<file path="src/rtl/prefetch_buffer_pkg.sv">
// Shared encodings and width defaults for the prefetch buffer and its issue FSM.
// Entry and FSM encodings match the values the ISB prefetcher side expects.
package prefetch_buffer_pkg;

  localparam int AW_DEF = 16;
  localparam int DW_DEF = 16;

  typedef enum logic [1:0] {
    ST_INVALID = 2'd0,
    ST_QUEUED  = 2'd1,
    ST_ISSUED  = 2'd2,
    ST_FILLED  = 2'd3
  } entry_state_t;

  typedef enum logic [1:0] {
    FSM_IDLE = 2'd0,
    FSM_REQ  = 2'd1,
    FSM_WAIT = 2'd2
  } fsm_state_t;

endpackage

</file>
<file path="src/rtl/prefetch_buffer_if.sv">
// Prefetch, memory and lookup signals of the prefetch buffer, seen from the buffer (slave)
// and from its environment (master).
interface prefetch_buffer_if import prefetch_buffer_pkg::*; #(
  parameter int AW = AW_DEF,
  parameter int DW = DW_DEF
);
  logic          pf_v;
  logic [AW-1:0] pf_addr;
  logic          pf_dup;
  logic          pf_drop;
  logic          mem_req_v;
  logic [AW-1:0] mem_req_addr;
  logic          mem_req_ready;
  logic          mem_resp_v;
  logic [DW-1:0] mem_resp_data;
  logic          lk_v;
  logic [AW-1:0] lk_addr;
  logic          lk_hit;
  logic [DW-1:0] lk_data;

  modport slave (
    input  pf_v, pf_addr, mem_req_ready, mem_resp_v, mem_resp_data, lk_v, lk_addr,
    output pf_dup, pf_drop, mem_req_v, mem_req_addr, lk_hit, lk_data
  );

  modport master (
    output pf_v, pf_addr, mem_req_ready, mem_resp_v, mem_resp_data, lk_v, lk_addr,
    input  pf_dup, pf_drop, mem_req_v, mem_req_addr, lk_hit, lk_data
  );
endinterface

</file>
<file path="src/rtl/prefetch_buffer_issue_fsm.sv">
// Issues one memory read at a time for the lowest-index QUEUED entry; tgt/req_addr latch in
// IDLE, req held in REQ until mem ready, WAIT absorbs the single in-order response.
module pfb_issue_fsm import prefetch_buffer_pkg::*; #(
  parameter  int ENTRIES = 4,
  parameter  int AW      = AW_DEF,
  localparam int IW      = $clog2(ENTRIES)
) (
  input  logic              clk,
  input  logic              rst,
  input  logic [ENTRIES-1:0] queued,
  input  logic [AW-1:0]     addr [ENTRIES],
  input  logic              req_ready,
  input  logic              resp_v,
  output logic              req_v,
  output logic [AW-1:0]     req_addr,
  output logic              issue,
  output logic              fill,
  output logic              busy,
  output logic [IW-1:0]     tgt
);

  fsm_state_t    state;
  fsm_state_t    state_nxt;
  logic          pick_v;
  logic [IW-1:0] pick;

  always_comb begin
    pick_v = |queued;
    pick   = '0;
    for (int i = ENTRIES - 1; i >= 0; i--) begin
      if (queued[i]) pick = IW'(i);
    end
  end

  // addr already carries any allocation landing this cycle, so a same-cycle overwrite wins
  always_ff @(posedge clk) begin
    if (rst) begin
      state    <= FSM_IDLE;
      tgt      <= '0;
      req_addr <= '0;
    end else begin
      state <= state_nxt;
      if (state == FSM_IDLE && pick_v) begin
        tgt      <= pick;
        req_addr <= addr[pick];
      end
    end
  end

  always_comb begin
    state_nxt = state;
    case (state)
      FSM_IDLE: if (pick_v)    state_nxt = FSM_REQ;
      FSM_REQ:  if (req_ready) state_nxt = FSM_WAIT;
      FSM_WAIT: if (resp_v)    state_nxt = FSM_IDLE;
      default:                 state_nxt = FSM_IDLE;
    endcase
  end

  always_comb begin
    req_v = (state == FSM_REQ);
    busy  = (state == FSM_REQ);
    issue = (state == FSM_REQ) && req_ready;
    fill  = (state == FSM_WAIT) && resp_v;
  end

endmodule

</file>
<file path="src/rtl/prefetch_buffer.sv">
// Fully-associative prefetch buffer: dedups/allocates prefetches, answers lookups one cycle
// later (hit consumes), memory side is one outstanding read with ready backpressure.
module prefetch_buffer import prefetch_buffer_pkg::*; #(
  parameter  int ENTRIES = 4,
  parameter  int AW      = AW_DEF,
  parameter  int DW      = DW_DEF,
  localparam int IW      = $clog2(ENTRIES)
) (
  input logic              clk,
  input logic              rst,
  prefetch_buffer_if.slave bus
);

  entry_state_t   st      [ENTRIES];
  logic [AW-1:0]  addr_q  [ENTRIES];
  logic [DW-1:0]  data_q  [ENTRIES];
  logic [AW-1:0]  addr_fwd[ENTRIES];
  logic [IW-1:0]  alloc_ptr;

  logic [ENTRIES-1:0] queued;
  logic [ENTRIES-1:0] hit;
  logic               dup;
  logic               victim_busy;
  logic               alloc;
  logic               drop;
  logic               hit_any;
  logic [DW-1:0]      hit_data;

  logic               issue;
  logic               fill;
  logic               busy;
  logic [IW-1:0]      tgt;

  always_comb begin
    dup      = 1'b0;
    hit_data = '0;
    for (int i = 0; i < ENTRIES; i++) begin
      queued[i] = (st[i] == ST_QUEUED);
      hit[i]    = bus.lk_v && (st[i] == ST_FILLED) && (addr_q[i] == bus.lk_addr);
      if (st[i] != ST_INVALID && addr_q[i] == bus.pf_addr) dup = 1'b1;
      if (hit[i]) hit_data = data_q[i];
    end
    hit_any = |hit;
    // the REQ target is still QUEUED but must not be overwritten mid-handshake
    victim_busy = (st[alloc_ptr] == ST_ISSUED) || (busy && tgt == alloc_ptr);
    alloc       = bus.pf_v && !dup && !victim_busy;
    drop        = bus.pf_v && !dup && victim_busy;
    for (int i = 0; i < ENTRIES; i++) begin
      addr_fwd[i] = (alloc && alloc_ptr == IW'(i)) ? bus.pf_addr : addr_q[i];
    end
  end

  always_ff @(posedge clk) begin
    if (rst) begin
      alloc_ptr   <= '0;
      bus.pf_dup  <= 1'b0;
      bus.pf_drop <= 1'b0;
      bus.lk_hit  <= 1'b0;
      bus.lk_data <= '0;
      for (int i = 0; i < ENTRIES; i++) st[i] <= ST_INVALID;
    end else begin
      bus.pf_dup  <= bus.pf_v && dup;
      bus.pf_drop <= drop;
      bus.lk_hit  <= hit_any;
      bus.lk_data <= hit_any ? hit_data : '0;
      // a new allocation outranks consumption of the same slot
      for (int i = 0; i < ENTRIES; i++) begin
        if (fill && tgt == IW'(i))        st[i] <= ST_FILLED;
        if (issue && tgt == IW'(i))       st[i] <= ST_ISSUED;
        if (hit[i])                       st[i] <= ST_INVALID;
        if (alloc && alloc_ptr == IW'(i)) st[i] <= ST_QUEUED;
      end
      if (alloc) alloc_ptr <= alloc_ptr + IW'(1);
    end
  end

  always_ff @(posedge clk) begin
    for (int i = 0; i < ENTRIES; i++) begin
      addr_q[i] <= addr_fwd[i];
      if (fill && tgt == IW'(i)) data_q[i] <= bus.mem_resp_data;
    end
  end

  pfb_issue_fsm #(
    .ENTRIES (ENTRIES),
    .AW      (AW)
  ) u_issue (
    .clk       (clk),
    .rst       (rst),
    .queued    (queued),
    .addr      (addr_fwd),
    .req_ready (bus.mem_req_ready),
    .resp_v    (bus.mem_resp_v),
    .req_v     (bus.mem_req_v),
    .req_addr  (bus.mem_req_addr),
    .issue     (issue),
    .fill      (fill),
    .busy      (busy),
    .tgt       (tgt)
  );

endmodule

</file>
<file path="src/flat_wrapper.sv">
// flat-port wrapper written by rule: the top's interface ports become plain ports
module prefetch_buffer_flat import prefetch_buffer_pkg::*;
#(
  parameter  int ENTRIES = 4,
  parameter  int AW      = AW_DEF,
  parameter  int DW      = DW_DEF,
  localparam int IW      = $clog2(ENTRIES)
)
  (clk, rst, bus_pf_v, bus_pf_addr, bus_mem_req_ready, bus_mem_resp_v, bus_mem_resp_data, bus_lk_v, bus_lk_addr, bus_pf_dup, bus_pf_drop, bus_mem_req_v, bus_mem_req_addr, bus_lk_hit, bus_lk_data);
  prefetch_buffer_if #(.AW(AW), .DW(DW)) bus_i ();
  input logic clk;
  input logic rst;
  input wire logic [$bits(bus_i.pf_v)-1:0] bus_pf_v;
  input wire logic [$bits(bus_i.pf_addr)-1:0] bus_pf_addr;
  input wire logic [$bits(bus_i.mem_req_ready)-1:0] bus_mem_req_ready;
  input wire logic [$bits(bus_i.mem_resp_v)-1:0] bus_mem_resp_v;
  input wire logic [$bits(bus_i.mem_resp_data)-1:0] bus_mem_resp_data;
  input wire logic [$bits(bus_i.lk_v)-1:0] bus_lk_v;
  input wire logic [$bits(bus_i.lk_addr)-1:0] bus_lk_addr;
  output wire logic [$bits(bus_i.pf_dup)-1:0] bus_pf_dup;
  output wire logic [$bits(bus_i.pf_drop)-1:0] bus_pf_drop;
  output wire logic [$bits(bus_i.mem_req_v)-1:0] bus_mem_req_v;
  output wire logic [$bits(bus_i.mem_req_addr)-1:0] bus_mem_req_addr;
  output wire logic [$bits(bus_i.lk_hit)-1:0] bus_lk_hit;
  output wire logic [$bits(bus_i.lk_data)-1:0] bus_lk_data;
  assign bus_i.pf_v = bus_pf_v;
  assign bus_i.pf_addr = bus_pf_addr;
  assign bus_i.mem_req_ready = bus_mem_req_ready;
  assign bus_i.mem_resp_v = bus_mem_resp_v;
  assign bus_i.mem_resp_data = bus_mem_resp_data;
  assign bus_i.lk_v = bus_lk_v;
  assign bus_i.lk_addr = bus_lk_addr;
  assign bus_pf_dup = bus_i.pf_dup;
  assign bus_pf_drop = bus_i.pf_drop;
  assign bus_mem_req_v = bus_i.mem_req_v;
  assign bus_mem_req_addr = bus_i.mem_req_addr;
  assign bus_lk_hit = bus_i.lk_hit;
  assign bus_lk_data = bus_i.lk_data;
  prefetch_buffer #(.ENTRIES(ENTRIES), .AW(AW), .DW(DW)) u_core (.clk(clk), .rst(rst), .bus(bus_i));
endmodule
</file>
<file path="config.mk">
export PLATFORM = sky130hd
export DESIGN_NAME = prefetch_buffer_flat
export DESIGN_NICKNAME = d
export VERILOG_FILES = /design/src/rtl/prefetch_buffer_pkg.sv /design/src/rtl/prefetch_buffer_if.sv /design/src/rtl/prefetch_buffer_issue_fsm.sv /design/src/rtl/prefetch_buffer.sv /design/src/flat_wrapper.sv
export SDC_FILE = /design/constraint.sdc
export NUM_CORES = 1
export LEC_CHECK = 0
export BUFFER_PORTS_ARGS = -buffer_cell sky130_fd_sc_hd__buf_4
export CAP_MARGIN = 20
export CORE_MARGIN = 2
export CORE_UTILIZATION = 60
export CTS_CLUSTER_SIZE = 20
export DETAILED_ROUTE_END_ITERATION = 7
export PLACE_DENSITY = 0.81
export SKIP_CTS_REPAIR_TIMING = 1
export SYNTH_ARGS = -nofsm -noshare
export SYNTH_HDL_FRONTEND = slang
export SYNTH_SLANG_ARGS = --single-unit
</file>
<file path="constraint.sdc">
create_clock -name clk -period 3.9 [get_ports clk]
set_clock_uncertainty 0.2 [all_clocks]
set_input_delay 0.78 -clock clk [delete_from_list [all_inputs] [get_ports clk]]
set_output_delay 0.78 -clock clk [all_outputs]
set_load 0.01 [all_outputs]
</file>
==> flow_summary.json, run 1 <==
{
  "outcome": "finished, final reports clean",
  "final_hold_viol_count": 0,
  "synthCells": 1015,
  "slew_headroom_pct": 26.0,
  "wl_mm": 29.1,
  "seq_area_um2": 4300,
  "synthToLayoutAreaGrowth_pct": 14.1,
  "crit_required_ns": 4.00,
  "hp-class": "reg2reg",
  "cpMostUsedCell": "buf_4",
  "grt_max_degree": 37,
  "clock_sinks": 179,
  "final_common_cell": "nand2_1",
  "final-max-slew-violation-count": 0,
  "min_from": "u_core.data_q[3][13]$_DFFE_PP_",
  "seqPwrFrac_pct": 41.6,
  "async_flop_share_pct": 0,
  "fin_area_um2": 10800,
  "die_h_um": 130,
  "p_int_w": 0.00440,
  "peakVddDrop_uv": 355,
  "power_density_nw_per_um2": 677,
  "r2r_start": "u_core.st[1][1]$_SDFFCE_PP0P_",
  "whs_ns": 0.286,
  "synth_edf_count": 72,
  "post_drt_wl_per_cell_um": 22.8,
  "synthFlopType": "dfxtp_1",
  "dp_hpwl_mm": 19.6,
  "clockRootBuffer": "clkbuf_16",
  "initial_utilization_pct": 61.8,
  "max_freq_mhz": 310,
  "synthesis.area_um2": 9460,
  "maxCapViolCount": 0,
  "die-width_um": 130,
  "slowest_delay_ns": 0.53,
  "vias": 8054,
  "n_fill_cell": 1179,
  "layout_common_cells": "nand2_1 (131), buf_4 (115), xnor2_1 (114), dfxtp_1 (107), nor2_1 (78)",
  "syn_avg_cell_area_um2": 9.32,
  "antenna_found_initial": 0,
  "path_buf_inv": 2,
  "clockBufferDepth": 2,
  "clock_power_share_pct": 22.9,
  "h-tree-depth": 4,
  "finalSetupViolCount": 0,
  "path_delay_family": "simple AND/OR/NAND/NOR gates",
  "tns_ns": 0,
  "pre_cts_ws_ns": 0.381,
  "finalNetCount": 1110,
  "drc": 0,
  "ys_seq_elements": 179,
  "num_antenna_cells": 0,
  "stdcell_count": 1276,
  "startpoint_type": "input pin",
  "fin_crit_ns": 3.23,
  "detailed_place.area_um2": 10200,
  "slowest_stage": "o311ai_0",
  "p_comb_share_pct": 35.6,
  "dp_cells": 1244,
  "clkTransAtPathRegs_ns": 0.07,
  "core_um2": 15300,
  "multi_input_area_um2": 4610,
  "cp-end-kind": "flop",
  "tritoncts": "yes",
  "fin_crit_sh_pct": 82.8,
  "criticalPathCategory": "in2reg",
  "io_pins": 90,
  "clock_latency_ns": 0.45,
  "seq_area_frac_synth_pct": 45.5,
  "grt_pass1_wl_mm": 44.1,
  "avgViaCountPerCell": 6.31,
  "path_cells": "buf_4, xor2_1, nor4_1, nand2_1, or4_1, and4_4, and2_0, buf_4, o311ai_0, a211oi_1",
  "synth_warnings": 0,
  "port_buffers": 89,
  "r2r_slack_ns": 0.71,
  "grt_pass1_vias": 7784,
  "worstPathArrival_ns": 3.33,
  "p_switching_w": 0.00290,
  "leakage_nw": 4.10,
  "num_rows": 45,
  "cts_buffers": 17,
  "worstPathMaxFanout": 23,
  "gp_congestion": 1.04,
  "critPathLaunch": "bus_pf_addr[9]",
  "sw_frac_of_total_pct": 39.8,
  "yosys.cell_types.count": 51,
  "grtUsageTotal_pct": 35.2,
  "dieArea_um2": 16800,
  "drtAntennaViolNets": 0,
  "detail_route.first_pass.iterations": 6,
  "synth_nets": 1073,
  "worst_pin_slew_ns": 1.11,
  "drtIter0Drc": 1010,
  "rsz0062_at_grt": "false",
  "layout-drive-gt1-share_pct": 18.4,
  "worst_slack_ns": 0.670,
  "grt-ovfl-total": 0
}
## cells by family (layout without fill, tap and decap cells)
| group | count (synthesis) | in the layout | synth area share, % |
|---|---|---|---|
| AO/OA/AOI/OAI | 185 | 185 | 13.8 |
| multiplexers | 50 | 50 | 5.71 |
| XOR/XNOR | 131 | 131 | 12.1 |
| flip-flops | 179 | 179 | 45.5 |
| adder cells (fa/ha/maj) | 4 | 4 | 0.529 |
| AND/OR/NAND/NOR | 328 | 328 | 16.1 |
| buffers and inverters | 138 | 188 | 6.25 |
## tightest hold or removal path: stages, from the launching register on
cell      delay [ns]
edfxtp_1        0.32
mux2i_1         0.06
nor2_1          0.07
## sequential cells by signal, summed over array words and instances, names as in the netlist, named ones only
name and flops:
u_core.u_issue.req_addr 16, u_core.bus.lk_hit 1, u_core.st 8, u_core.bus.lk_data 16
u_core.alloc_ptr 2, u_core.u_issue.tgt 2, u_core.data_q 64, u_core.bus.pf_drop 1
u_core.addr_q 64, u_core.u_issue.state 2, u_core.bus.pf_dup 1
## cell type report
class,instances,area share [%]
well taps,211,2.45
clock inverters,14,1.33
inverters,40,1.39
multi-input cells,698,42.7
clock buffers,18,4.07
repair buffers,116,8.18
flip-flops and latches,179,39.9
## power groups by stage
stage	logic, W	registers (W)	clock network (W)
3_3_place_gp	0.00248	0.00303	0
3_5_place_dp	0.00250	0.00303	0
2_1_floorplan	0.00178	0.00283	0
5_1_grt	0.00280	0.00306	0.00174
6_report	0.00260	0.00304	0.00167
4_1_cts	0.00253	0.00300	0.00168
## cells in the mapped netlist, types with 5 or more instances
| cell | number | area [um2] |
|---|---|---|
| nand2_1 | 131 | 492 |
| nor3_1 | 8 | 40.0 |
| nor4_1 | 12 | 75.1 |
| a31oi_1 | 22 | 138 |
| a21oi_1 | 41 | 205 |
| o311ai_0 | 12 | 105 |
| xor2_1 | 17 | 149 |
| inv_1 | 40 | 150 |
| a211oi_1 | 30 | 225 |
| buf_2 | 38 | 190 |
| xnor2_1 | 114 | 998 |
| nand4_1 | 30 | 188 |
| nor2_1 | 78 | 293 |
| edfxtp_1 | 72 | 2160 |
| nand3_1 | 33 | 165 |
| a311oi_1 | 16 | 140 |
| mux2i_1 | 18 | 180 |
| a21o_1 | 16 | 120 |
| clkbuf_1 | 51 | 191 |
| mux2_2 | 32 | 360 |
| dfxtp_1 | 107 | 2140 |
| a41oi_1 | 16 | 140 |
| o31ai_1 | 19 | 143 |
| or4_1 | 5 | 37.5 |
## path summary, 6_finish.rpt
path,to,cells after the start
setup / recovery,u_core.u_issue.req_addr[15]$_SDFFE_PP0P_,10
hold / removal,u_core.bus.lk_data[13]$_SDFF_PP0_,2
setup reg to reg,u_core.u_issue.req_addr[15]$_SDFFE_PP0P_,7
hold reg to reg,u_core.bus.lk_data[13]$_SDFF_PP0_,2
## metrics by stage
stage               total power (W)  utilization [%]
floorplan                   0.00461                -
CTS                         0.00721             70.5
global placement            0.00550             66.7
finish                      0.00730             70.5
global route                0.00760             70.5
detailed placement          0.00554             66.7
## per-layer routing
layer / global-route usage [%] / part of all wire (%)
met5: 0 / 0
met4: 15.1 / 3.7
met3: 9.25 / 10
met2: 55.7 / 47
met1: 46.0 / 39
No activity file was read; power rests on OpenSTA's default activity.
==> inputs of run 2 (changes only) <==
--- a/config.mk
+++ b/config.mk
@@ -8,10 +8,10 @@
 export BUFFER_PORTS_ARGS = -buffer_cell sky130_fd_sc_hd__buf_4
 export CAP_MARGIN = 20
 export CORE_MARGIN = 2
-export CORE_UTILIZATION = 60
+export CORE_UTILIZATION = 54
 export CTS_CLUSTER_SIZE = 20
 export DETAILED_ROUTE_END_ITERATION = 7
-export PLACE_DENSITY = 0.81
+export PLACE_DENSITY = 0.77
 export SKIP_CTS_REPAIR_TIMING = 1
 export SYNTH_ARGS = -nofsm -noshare
 export SYNTH_HDL_FRONTEND = slang
==> constraint.sdc (replaced) <==
create_clock -name clk -period 2.7 [get_ports clk]
set_clock_uncertainty 0.2 [all_clocks]
set_input_delay 0.54 -clock clk [delete_from_list [all_inputs] [get_ports clk]]
set_output_delay 0.54 -clock clk [all_outputs]
set_load 0.01 [all_outputs]
==> flow_summary.json, run 2 (synthesis gave the netlist of run 1 again) <==
{
  "detail_route.first_pass.iterations": 5,
  "layout_common_cells": "buf_4 (254), nand2_1 (130), xnor2_1 (102), dfxtp_1 (92), nor2_1 (78)",
  "die_h_um": 136,
  "drc": 0,
  "r2r_start": "u_core.addr_q[0][2]$_DFF_P_",
  "clock_latency_ns": 0.45,
  "layout-drive-gt1-share_pct": 37.3,
  "startpoint_type": "flop",
  "maxCapViolCount": 0,
  "worst_pin_slew_ns": 0.722,
  "detailed_place.area_um2": 11600,
  "final_util_pct": 75.0,
  "finalPower_w": 0.0125,
  "slowest_delay_ns": 0.43,
  "synthToLayoutAreaGrowth_pct": 36.6,
  "min_from": "bus_mem_resp_data[8]",
  "grt_pass1_wl_mm": 48.0,
  "r2r_slack_ns": -0.10,
  "grtUsageTotal_pct": 35.1,
  "criticalPathCategory": "reg2reg",
  "io_pins": 90,
  "power_density_nw_per_um2": 969,
  "worst_slack_ns": -0.104,
  "clockRootBuffer": "clkbuf_16",
  "cp-end-kind": "flop",
  "avgViaCountPerCell": 6.26,
  "grt_pass1_vias": 8231,
  "clkTransAtPathRegs_ns": 0.09,
  "n_fill_cell": 1141,
  "final_common_cell": "buf_4",
  "path_buf_inv": 1,
  "initial_utilization_pct": 54.9,
  "whs_ns": 0.0812,
  "post_drt_wl_per_cell_um": 23.5,
  "wl_mm": 34.2,
  "whs_endpoint": "u_core.data_q[0][8]$_DFFE_PP_",
  "finalSetupViolCount": 41,
  "final-max-slew-violation-count": 0,
  "fin_crit_sh_pct": 104,
  "max_freq_mhz": 357,
  "peakVddDrop_uv": 658,
  "finalNetCount": 1275,
  "leakage_nw": 5.14,
  "multi_input_area_um2": 5190,
  "drtIter0Drc": 1266,
  "clockBufferDepth": 2,
  "fin_crit_ns": 2.80,
  "vias": 9102,
  "dp_hpwl_mm": 23.6,
  "tritoncts": "yes",
  "slew_headroom_pct": 51.9,
  "port_buffers": 89,
  "path_delay_family": "simple AND/OR/NAND/NOR gates",
  "num_antenna_cells": 0,
  "dieArea_um2": 18600,
  "fin_area_um2": 12900,
  "violations": "negative setup slack",
  "grt_max_degree": 41,
  "outcome": "complete, but fails checks",
  "clock_sinks": 179,
  "crit_required_ns": 2.80,
  "hold_depth": 1,
  "die-width_um": 136,
  "worstPathArrival_ns": 2.90,
  "final_hold_viol_count": 0,
  "seq_area_um2": 4340,
  "path_cells": "xor2_1, nor4_1, nand2_1, or4_4, and4_4, buf_6, and4_1, o31ai_4, a311oi_2",
  "antenna_found_initial": 0,
  "num_rows": 48,
  "top_regs": "u_core.addr_q x64, u_core.data_q x64",
  "drtAntennaViolNets": 0,
  "cts_buffers": 17,
  "worstPathMaxFanout": 40,
  "core_um2": 17200,
  "rr_endpoint": "u_core.u_issue.req_addr[2]$_SDFFE_PP0P_",
  "gp_congestion": 1.07,
  "slowest_stage": "or4_4",
  "rsz0062_at_grt": "true",
  "h-tree-depth": 4,
  "worstRegToRegCells": 9,
  "hp-class": "in2reg",
  "grt-ovfl-total": 0
}
==> run 2: changes by cell type in the layout (fill, tap and decap cells not counted), sizes merged <==
cell | before | now
clkinvlp | 3 | 0
inv | 46 | 47
clkinv | 5 | 8
and3 | 5 | 6
buf | 116 | 279
==> run 2: metrics by stage <==
stage | std cells | TNS [ns] | setup slack, ns
after floorplan | 1015 | -0.748 | -0.131
after global placement | 1416 | -32.10 | -0.567
after detailed placement | 1416 | -32.58 | -0.571
after CTS | 1448 | -2.29 | -0.244
after global routing | 1455 | -2.43 | -0.120
final | 1455 | -1.32 | -0.104
==> run 2: power breakdown <==
part / leakage (nW) / internal [W] / switching (W)
logic: 3.28 / 0.00273 / 0.00304
clock network: 0.304 / 0.00129 / 0.00133
registers: 1.55 / 0.00348 / 0.000666
==> run 2: layout make-up <==
cell class / count / share of cell area (%)
clock buffers: 17 / 3.29
inverters: 40 / 1.16
repair buffers: 280 / 18.1
multi-input cells: 699 / 40.1
clock inverters: 15 / 1.60
flip-flops and latches: 179 / 33.5
well taps: 225 / 2.18
==> run 2: worst max path at each step <==
stage               cells after the start  slack, ns                           from                                       to
finish                                  9      -0.10    u_core.addr_q[0][2]$_DFF_P_  u_core.u_issue.req_addr[2]$_SDFFE_PP0P_
global route                           10      -0.12  u_core.st[1][1]$_SDFFCE_PP0P_  u_core.u_issue.req_addr[2]$_SDFFE_PP0P_
CTS                                     9      -0.24   u_core.addr_q[0][10]$_DFF_P_  u_core.u_issue.req_addr[2]$_SDFFE_PP0P_
detailed placement                     11      -0.57                bus_pf_addr[10]  u_core.u_issue.req_addr[2]$_SDFFE_PP0P_
global placement                       11      -0.57                bus_pf_addr[10]  u_core.u_issue.req_addr[2]$_SDFFE_PP0P_
floorplan                               9      -0.13                bus_pf_addr[10]            u_core.st[3][0]$_SDFFCE_PP1P_
==> run 2: per-layer routing <==
layer | wire [um] | vias up | GRT usage (%)
li1 | - | 3994 | -
met1 | 13000 | 4293 | 46.9
met2 | 15700 | 681 | 55.2
met3 | 3860 | 134 | 7.90
met4 | 1620 | 0 | 14.5
met5 | 0 | - | 0
==> run 2: worst reg2reg max path, delay by kind of cell, from the launching register on <==
kind	cells	cell delay, ns
simple gates	5	1.37
flops	1	0.35
xor+xnor	1	0.14
buf+inv	1	0.22
compound gates	2	0.37
